==> config.mk <==
export PLATFORM = sky130hd
export DESIGN_NAME = bm_last_stage_ctrl
export DESIGN_NICKNAME = d
export VERILOG_FILES = /design/src/rtl/bm_last_stage_ctrl.sv
export SDC_FILE = /design/constraint.sdc
export NUM_CORES = 1
export LEC_CHECK = 0
export BUFFER_PORTS_ARGS = -buffer_cell sky130_fd_sc_hd__buf_2
export CAP_MARGIN = 40
export CORE_MARGIN = 5
export CORE_UTILIZATION = 60
export CTS_BUF_LIST = sky130_fd_sc_hd__clkbuf_4 sky130_fd_sc_hd__clkbuf_8 sky130_fd_sc_hd__clkbuf_16
export CTS_CLUSTER_SIZE = 24
export DETAILED_ROUTE_END_ITERATION = 12
export PLACE_DENSITY = 0.88
export SLEW_MARGIN = 20
export SYNTH_ARGS = -nofsm -noshare
export SYNTH_HDL_FRONTEND = slang
export SYNTH_SLANG_ARGS = --single-unit
export TNS_END_PERCENT = 20
==> constraint.sdc <==
create_clock -name clk -period 7.59 [get_ports clk]
set_clock_uncertainty 0.1 [all_clocks]
set_input_delay 1.1385 -clock clk [delete_from_list [all_inputs] [get_ports clk]]
set_output_delay 1.1385 -clock clk [all_outputs]
set_load 0.005 [all_outputs]
==> src/rtl/bm_last_stage_ctrl.sv <==
`timescale 1ns/1ps
// bm_last_stage_ctrl
// Row scheduler for the normalization-backward last stage. For every row it
// streams BEATS = hidden_num/N beats of dz, max/min index and
// weight/variance_rec into the stage, then tracks the gradx beats returning
// from it. The stage cannot be stalled, so a beat is only issued while the
// output FIFO is known to have a free slot (one credit per FIFO entry).
//
// Ports:
//   clk, rstn                     clock, asynchronous active-low reset
//   start, num_rows, mode_in      job request (num_rows/mode_in sampled on start)
//   busy, done, err, mode         job status, sticky error, latched mode
//   scal_valid, scal_ack          per-row scalar handshake with upstream unit
//   dz_rd_en, dz_rd_addr          dz/index buffer read (1-cycle latency)
//   w_rd_en, w_rd_addr            weight/variance buffer read (1-cycle latency)
//   in_valid, in_last             stage dz path strobes
//   param_valid, param_last       stage param path strobes
//   gradx_out_valid/_last         returning gradx beats from the stage
//   ofifo_pop                     output FIFO read, returns one credit
module bm_last_stage_ctrl #(
  parameter int N          = 8,
  parameter int hidden_num = 16,
  parameter int ADDR_W     = 8,
  parameter int ROW_W      = 16,
  parameter int OUT_DEPTH  = 16
) (
  input  logic              clk,
  input  logic              rstn,
  input  logic              start,
  input  logic [ROW_W-1:0]  num_rows,
  input  logic              mode_in,
  output logic              busy,
  output logic              done,
  output logic              err,
  output logic              mode,
  input  logic              scal_valid,
  output logic              scal_ack,
  output logic              dz_rd_en,
  output logic [ADDR_W-1:0] dz_rd_addr,
  output logic              w_rd_en,
  output logic [ADDR_W-1:0] w_rd_addr,
  output logic              in_valid,
  output logic              in_last,
  output logic              param_valid,
  output logic              param_last,
  input  logic              gradx_out_valid,
  input  logic              gradx_out_last,
  input  logic              ofifo_pop
);

  localparam int BEATS  = hidden_num / N;
  localparam int BEAT_W = (BEATS > 1) ? $clog2(BEATS) : 1;
  localparam int CNT_W  = ROW_W + BEAT_W + 1;
  // Headroom for OUT_DEPTH+1 so an unmatched pop can be detected.
  localparam int CRED_W = $clog2(OUT_DEPTH + 2);

  localparam logic [1:0] S_IDLE      = 2'd0;
  localparam logic [1:0] S_WAIT_SCAL = 2'd1;
  localparam logic [1:0] S_ISSUE     = 2'd2;
  localparam logic [1:0] S_DRAIN     = 2'd3;

  logic [1:0]        state;
  logic [ROW_W-1:0]  num_rows_q;
  logic [ROW_W-1:0]  row;
  logic [BEAT_W-1:0] beat;
  logic [CRED_W-1:0] credit;
  logic [CNT_W-1:0]  iss_cnt;
  logic [CNT_W-1:0]  ret_cnt;
  logic [BEAT_W-1:0] ret_beat;

  logic              issue;
  logic              last_beat;
  logic              last_row;
  logic              start_ok;
  logic [CNT_W-1:0]  total;
  logic [CRED_W-1:0] credit_sum;
  logic              credit_ovf;
  logic              ret_spurious;
  logic              ret_ok;
  logic              ret_row_end;
  logic              last_err;
  logic              scal_drop_err;
  logic              err_set;
  logic [CNT_W-1:0]  ret_cnt_next;

  // Issue/credit/return-check decode. A beat goes out whenever we are in
  // ISSUE with a credit in hand; a stalled beat simply leaves a bubble.
  // A returning beat that arrives with nothing outstanding is flagged and
  // not counted, so it cannot make the drain finish early.
  always_comb begin
    issue         = (state == S_ISSUE) && (credit != '0);
    last_beat     = (beat == BEAT_W'(BEATS - 1));
    last_row      = (row == (num_rows_q - ROW_W'(1)));
    start_ok      = (state == S_IDLE) && start;
    total         = CNT_W'(num_rows_q) * CNT_W'(BEATS);
    credit_sum    = credit + CRED_W'(ofifo_pop) - CRED_W'(issue);
    credit_ovf    = (credit_sum > CRED_W'(OUT_DEPTH));
    ret_spurious  = gradx_out_valid && (ret_cnt == iss_cnt);
    ret_ok        = gradx_out_valid && !ret_spurious;
    ret_row_end   = (ret_beat == BEAT_W'(BEATS - 1));
    last_err      = ret_ok && (gradx_out_last != ret_row_end);
    scal_drop_err = (state == S_ISSUE) && !scal_valid;
    err_set       = scal_drop_err | credit_ovf | last_err | ret_spurious;
    ret_cnt_next  = ret_cnt + CNT_W'(ret_ok);
  end

  // Buffer reads are driven straight from the issue decision so the data
  // appears one cycle later, aligned with in_valid/param_valid.
  assign dz_rd_en   = issue;
  assign w_rd_en    = issue;
  assign dz_rd_addr = ADDR_W'(row) * ADDR_W'(BEATS) + ADDR_W'(beat);
  assign w_rd_addr  = ADDR_W'(beat);

  // Row sequencing. A zero-row job only produces a done pulse. The drain
  // completes as soon as the beat returning this cycle brings the count up
  // to the full job size, so done follows the final gradx beat by one cycle.
  always_ff @(posedge clk or negedge rstn) begin
    if (!rstn) begin
      state      <= S_IDLE;
      num_rows_q <= '0;
      row        <= '0;
      beat       <= '0;
      busy       <= 1'b0;
      done       <= 1'b0;
      mode       <= 1'b0;
    end else begin
      done <= 1'b0;
      case (state)
        S_IDLE: begin
          if (start) begin
            if (num_rows != '0) begin
              num_rows_q <= num_rows;
              mode       <= mode_in;
              row        <= '0;
              beat       <= '0;
              busy       <= 1'b1;
              state      <= S_WAIT_SCAL;
            end else begin
              done <= 1'b1;
            end
          end
        end
        S_WAIT_SCAL: begin
          if (scal_valid) begin
            beat  <= '0;
            state <= S_ISSUE;
          end
        end
        S_ISSUE: begin
          if (issue) begin
            if (last_beat) begin
              beat <= '0;
              if (last_row) begin
                state <= S_DRAIN;
              end else begin
                row   <= row + ROW_W'(1);
                state <= S_WAIT_SCAL;
              end
            end else begin
              beat <= beat + BEAT_W'(1);
            end
          end
        end
        S_DRAIN: begin
          if (ret_cnt_next == total) begin
            done  <= 1'b1;
            busy  <= 1'b0;
            state <= S_IDLE;
          end
        end
        default: state <= S_IDLE;
      endcase
    end
  end

  // Credit pool, issued/returned beat counters and the sticky error flag.
  // Credits saturate at OUT_DEPTH when a pop has no matching entry. A new
  // job clears the error and the beat bookkeeping.
  always_ff @(posedge clk or negedge rstn) begin
    if (!rstn) begin
      credit   <= CRED_W'(OUT_DEPTH);
      iss_cnt  <= '0;
      ret_cnt  <= '0;
      ret_beat <= '0;
      err      <= 1'b0;
    end else begin
      credit <= credit_ovf ? CRED_W'(OUT_DEPTH) : credit_sum;
      err    <= (err & ~start_ok) | err_set;
      if (start_ok) begin
        iss_cnt  <= '0;
        ret_cnt  <= '0;
        ret_beat <= '0;
      end else begin
        iss_cnt <= iss_cnt + CNT_W'(issue);
        ret_cnt <= ret_cnt_next;
        if (ret_ok) begin
          ret_beat <= ret_row_end ? '0 : ret_beat + BEAT_W'(1);
        end
      end
    end
  end

  // Stage strobes: the read enables delayed by the buffer latency. The row's
  // final beat also acknowledges the row scalars to the upstream unit.
  always_ff @(posedge clk or negedge rstn) begin
    if (!rstn) begin
      in_valid    <= 1'b0;
      param_valid <= 1'b0;
      in_last     <= 1'b0;
      param_last  <= 1'b0;
      scal_ack    <= 1'b0;
    end else begin
      in_valid    <= issue;
      param_valid <= issue;
      in_last     <= issue && last_beat;
      param_last  <= issue && last_beat;
      scal_ack    <= issue && last_beat;
    end
  end

endmodule
== Yosys cells after proc, flatten, opt, wreduce, memory -nomap -nowiden ==
Index checks and enable logic that the tools add are counted.

* Bits of input ports: 24
* Register bits: 83
* Output and inout bits: 27

* Bitwise logic cells: 6
* Eq/ne operators: 14
* Muxes and demuxes: 34
* Add/sub/neg operators: 9
* Magnitude comparators: 1
* Reductions and logical operators: 21

{| class="wikitable"
|+ Operator list
! kind !! count
|-
| two-way mux 16 bit || 5
|-
| adder 18 x 1 -> 18 bit || 2
|-
| two-way mux 18 bit || 2
|-
| one-hot mux 16 bit (2 select lines) || 1
|-
| equality test 18 x 17 -> 1 bit || 1
|-
| equality test 18 bit || 1
|-
| adder 16 x 1 -> 16 bit (second input constant) || 1
|-
| equality test 16 bit || 1
|-
| nonzero test 16 bit || 1
|-
| subtractor 16 x 1 -> 16 bit (second input constant) || 1
|-
| two-way mux 1 bit || 14
|-
| two-way mux 2 bit || 7
|-
| inequality test 2 bit (second input constant) || 6
|-
| AND reduction 6 bit || 2
|-
| adder 8 x 1 -> 8 bit || 1
|-
| one-hot mux 2 bit (4 select lines) || 1
|-
| logical AND 1 bit || 7
|-
| nonzero test 2 bit || 3
|-
| adder 5 x 1 -> 5 bit || 1
|-
| > comparator 5 bit (second input constant) || 1
|-
| two-way mux 5 bit || 1
|-
| AND reduction 5 bit || 1
|-
| nonzero test 5 bit || 1
|-
| subtractor 5 x 1 -> 5 bit || 1
|-
| other kinds (15) || 22
|}

== Longest topological paths before layout ==
* Depth after elaboration: 8
* Depth in mapped cells: 16
* Gate-level depth less buffers: 15

== Worst setup path after synthesis ==
Ideal clock, no wire load.

* Path kind: input-to-reg
* From: in gradx_out_valid
* To: reg state[1]
* Slack: 3.705 ns
* Cell stages on the path: 11
* Arrival: 3.657 ns
* Setup time: 0.128 ns
* Data required time: 7.362 ns
* Path through: and2_1 > ha_1 > ha_1 > nand3_1 > nor4_2 > xnor2_1 > xnor2_1 > or4_1 > or3_1 > a31oi_1 > o31ai_1

* Word-level cells in the longest chain between the ends: 7

{| class="wikitable"
|+ Ends and longest elaborated chain
! element !! RTL line !! RTL
|-
| start, declared || 46 || <nowiki>input logic gradx_out_valid,</nowiki>
|-
| logical AND 1 bit || 98 || <nowiki>ret_spurious = gradx_out_valid && (ret_cnt == iss_cnt);</nowiki>
|-
| zero test 1 bit || 99 || <nowiki>ret_ok = gradx_out_valid && !ret_spurious;</nowiki>
|-
| logical AND 1 bit * || 99 ||
|-
| adder 18 x 1 -> 18 bit * || 104 || <nowiki>ret_cnt_next = ret_cnt + CNT_W'(ret_ok);</nowiki>
|-
| equality test 18 x 17 -> 1 bit * || 165 || <nowiki>if (ret_cnt_next == total) begin</nowiki>
|-
| inequality test 2 bit (no source line) * || - ||
|-
| AND reduction 6 bit (no source line) * || - ||
|-
| end signal, assigned || 119 || <nowiki>state <= S_IDLE;</nowiki>
|-
| end signal, assigned || 168 || <nowiki>state <= S_IDLE;</nowiki>
|-
| end signal, assigned || 171 || <nowiki>default: state <= S_IDLE;</nowiki>
|-
| end, declared || 62 || <nowiki>logic [1:0] state;</nowiki>
|}

Mark *: on every way between the ends. The rest lies on a longest branch, timed or not.
A chain may end at the register's enable or synchronous reset.

== Worst setup path in the final report ==
* From: reg ret_cnt[13]
* To: reg state[1]

* Word-level cells in the longest chain between the ends: 8

{| class="wikitable"
|+ Ends and longest elaborated chain
! element !! RTL line !! RTL
|-
| start, declared || 68 || <nowiki>logic [CNT_W-1:0] ret_cnt;</nowiki>
|-
| start signal, assigned || 195 || <nowiki>ret_cnt <= ret_cnt_next;</nowiki>
|-
| equality test 18 bit || 98 ||
|-
| logical AND 1 bit || 98 ||
|-
| zero test 1 bit || 99 ||
|-
| logical AND 1 bit || 99 ||
|-
| adder 18 x 1 -> 18 bit * || 104 ||
|-
| equality test 18 x 17 -> 1 bit * || 165 ||
|-
| inequality test 2 bit (no source line) * || - ||
|-
| AND reduction 6 bit (no source line) * || - ||
|}

Marks and branches as above.

==> implementation parameters <==
Parameter                              Value

Status
  Result of the run    complete, no violations

CTS
  Clk root buf    sky130_fd_sc_hd__clkbuf_8
  # hold bufs at CTS    0
  Number of H-tree levels    3
  Skew-Pair Late Insertion Delay    0.36 ns
  Clock transition at the registers of the reported paths    0.08 ns
  Number of buffers created by CTS    9
  CTS tree    built
  Number of clock sinks    83
  Number of buffers on the longest clock path    2
  Post-CTS sizing    0
  Post-CTS setup buffer count    0

Timing
  Max Clk Rate    0.240 GHz
  Endpoints failing hold    0
  Minimum period implied by the final worst setup slack    approximately 4.2 ns
  Worst Max-Slew Pin Slew    0.730 ns
  Count of pins over their slew limit    0
  Post-route clock period utilization    54.9%
  Worst slew margin    50.9%
  RSZ-0062 raised after global routing    false
  Total setup violations reported at the end of the flow    0
  Post-Route Setup TNS    0 ns

Synth
  Combined area of all synthesized cells    roughly 0.0056 mm^2
  Number of enable-type register cells in the synthesized netlist    0
  Synthesis-stage register bit count    83
  Area share of and/or/nand/nor cells after synthesis    23.2%
  Largest family of logic cells by synthesized area    simple AND/OR/NAND/NOR gates
  Gate Count Post-Synth    627
  Adder-cell share of the synthesized area    4.13%
  Proportion of synthesized area in mux cells    under 10%
  Mean instance size in the synthesized netlist    between 8 and 9 um^2
  Complex-gate fraction of the synthesized area    11.2%
  Post-synthesis cell type count    71
  Synth Flop Type    sky130_fd_sc_hd__dfrtp_1
  Share of flip-flops with an asynchronous set or reset after synthesis    100%
  Share of synthesized area occupied by flip-flops and latches    36.9%
  Synthesis warning total    0
  Post-Synth XOR/XNOR Area    13.2%

Critical path
  Cell mode on critical path    sky130_fd_sc_hd__xnor2_1
  Crit path arrival time    4.31 ns
  Series of cell instances along the critical path    xnor2_1, nand4_1, nor3_1, nand4_1, and2_1, ha_1, ha_1, nand3_1, nor4_2, xnor2_1, xnor2_1, or4_1, or3_1, a31oi_1, o31ai_1
  Worst EP required    7.73 ns
  Largest driver fanout on the critical path    8
  Kind of critical path    flop to flop
  R2R depth    15
  Slowest-stage cell, CP    sky130_fd_sc_hd__or4_1
  Capturing element type of the critical path    flop
  Critical Path Max Stage Delay    0.56 ns
  Crit start category    flop

Finish
  Signed area change from the synthesized netlist to the final layout    5.04%
  Most frequent standard cell in the layout excluding fill and tap cells    sky130_fd_sc_hd__dfrtp_1
  Post-route insts no fill    about 740
  Antenna Diode Count    0
  Area used by sequential logic in the layout    between 0.002 and 0.0025 mm^2
  Commonest cells after routing, fill and taps aside    82 x sky130_fd_sc_hd__dfrtp_1, 63 x sky130_fd_sc_hd__nor2_1, 46 x sky130_fd_sc_hd__nand2_1, 43 x sky130_fd_sc_hd__xnor2_1, 42 x sky130_fd_sc_hd__buf_2
  Fin nets    roughly 670
  Final-layout fill cell count    741
  Area of the multi-input gates    0.00314 mm^2
  Share of layout cells above drive strength 1    14.4%
  Finished layout cell area    between 0.005 and 0.006 mm^2

Power and ir drop
  Worst voltage drop across the vdd grid    0.149 mV
  Reported leakage power    2.56 nW
  Power density over cell area    184 mW/mm^2

Floorplan
  IO Count    51
  Initial standard-cell utilization of the core    slightly above 60%
  Vertical die dimension    107 um
  Core region area    0.00920 mm^2
  Total Die Area    about 0.011 mm^2
  Num rows    35
  Die X    107 um

GRT
  Initial antenna violation count    0
  Number of global-route vias before repair    about 4400
  First-pass GRT wire length    21700 um
  Overall overflow remaining after global route    0
  GRT Overall Usage    23.4%
  Largest net degree at the start of global routing    44

Detailed routing
  Vias    4557
  Number of optimization iterations in the first detailed-route pass    5
  Initial DRC Count    295
  Remaining DRCs    0
  Antenna viol nets, final    0
  Wire length per cell    17.3 um
  Total Wirelength    12800 um
  Via density per instance    6.15

Hold path
  Hold-critical path depth    1
  Worst min-delay path category    flop to flop

Place
  Number of buffers inserted by port buffering    43
  Post-Place Cells    about 730
  Post-detail-place hpwl    9580 um
  Instance area after placement    roughly 0.0057 mm^2
  Global placer's final weighted congestion    ~0.93

Job
  Number of violations of the max-capacitance limit    0
-- through the flow --
step / total power [W] / hold slack [ns] / setup slack [ns] / util [%]
2_1_floorplan: 0.000690 / 0.405 / 3.70 / -
3_3_place_gp: 0.000733 / 0.382 / 3.35 / 61.7
3_5_place_dp: 0.000743 / 0.390 / 3.22 / 61.9
4_1_cts: 0.00110 / 0.409 / 3.46 / 64.3
5_1_grt: 0.00115 / 0.443 / 3.14 / 64.3
6_report: 0.00109 / 0.409 / 3.42 / 64.3
-- layer usage --
layer	track usage [%]	vias to the layer above	share of wire, %
met5	0	-	0
met4	5.39	0	1.2
met3	5.90	18	7.1
met2	37.5	150	48
met1	31.9	2241	44
li1	-	2148	-
-- report_power, final --
part           switching, W  total [W]  internal [W]
Combinational      0.000117   0.000218      0.000101
Sequential        0.0000408   0.000516      0.000475
Clock              0.000167   0.000357      0.000190
-- synthesized netlist by cell type (all sizes together), types with 4 or more instances --
| cell | number | area share, % |
|---|---|---|
| a21oi | 16 | 1.4 |
| or4 | 6 | 0.80 |
| dfrtp | 82 | 36 |
| nor2b | 7 | 0.78 |
| nand2 | 46 | 3.1 |
| a22o | 12 | 1.9 |
| buf | 31 | 3.9 |
| and3 | 9 | 1.0 |
| nor2 | 64 | 4.3 |
| inv | 25 | 1.7 |
| nor4 | 9 | 1.4 |
| ha | 17 | 3.8 |
| nor3b | 7 | 0.93 |
| and4 | 5 | 0.78 |
| or3 | 8 | 0.89 |
| nand3 | 28 | 2.7 |
| and2 | 11 | 1.2 |
| xor2 | 34 | 5.3 |
| mux2 | 15 | 3.0 |
| o31ai | 4 | 0.53 |
| o21ai | 24 | 2.1 |
| nand4 | 18 | 2.0 |
| xnor2 | 43 | 6.7 |
| clkbuf | 33 | 2.2 |
| nor3 | 16 | 1.6 |
-- cell type report --
| cell class | count | area share, % |
|---|---|---|
| Multi-Input combinational cell | 461 | 53.0 |
| Sequential cell | 83 | 35.1 |
| Timing Repair Buffer | 45 | 4.14 |
| Tap cell | 111 | 2.35 |
| Clock buffer | 10 | 2.22 |
| Inverter | 25 | 1.59 |
| Clock inverter | 6 | 1.54 |
-- worst max-delay path: cells and delay by family (launching register included) --
| kind | cells | cell delay [ns] |
|---|---|---|
| compound gates | 2 | 0.26 |
| xor+xnor | 3 | 0.50 |
| fa+ha+maj | 2 | 0.48 |
| flops | 1 | 0.52 |
| simple gates | 8 | 2.19 |
-- state kept, by name, summed over array words and instances (netlist names) --
register     flops
row             16
num_rows_q      16
done             1
busy             1
ret_beat         1
param_valid      1
mode             1
param_last       1
err              1
beat             1
ret_cnt         18
credit           5
state            2
iss_cnt         18
-- path summary, 6_finish.rpt --
path                                        from                     to  slack, ns
setup / recovery           ret_cnt[13]$_DFF_PN0_   state[1]$_DFFE_PN0P_       3.42
hold / removal                  mode$_DFFE_PN0P_       mode$_DFFE_PN0P_       0.41
setup reg to reg           ret_cnt[13]$_DFF_PN0_   state[1]$_DFFE_PN0P_       3.42
hold reg to reg                 mode$_DFFE_PN0P_       mode$_DFFE_PN0P_       0.41
max in group asynchronous                   rstn    credit[4]$_DFF_PN1_       6.06
min in group asynchronous                   rstn  iss_cnt[14]$_DFF_PN0_       0.65
-- kinds of logic after synthesis --
group / after synthesis
simple gates: 247
compound gates: 91
buf+inv: 89
flops: 83
xor+xnor: 80
fa+ha+maj: 18
mux: 18
other cells: 1
Note: power is estimated with default switching activity, not from simulation.
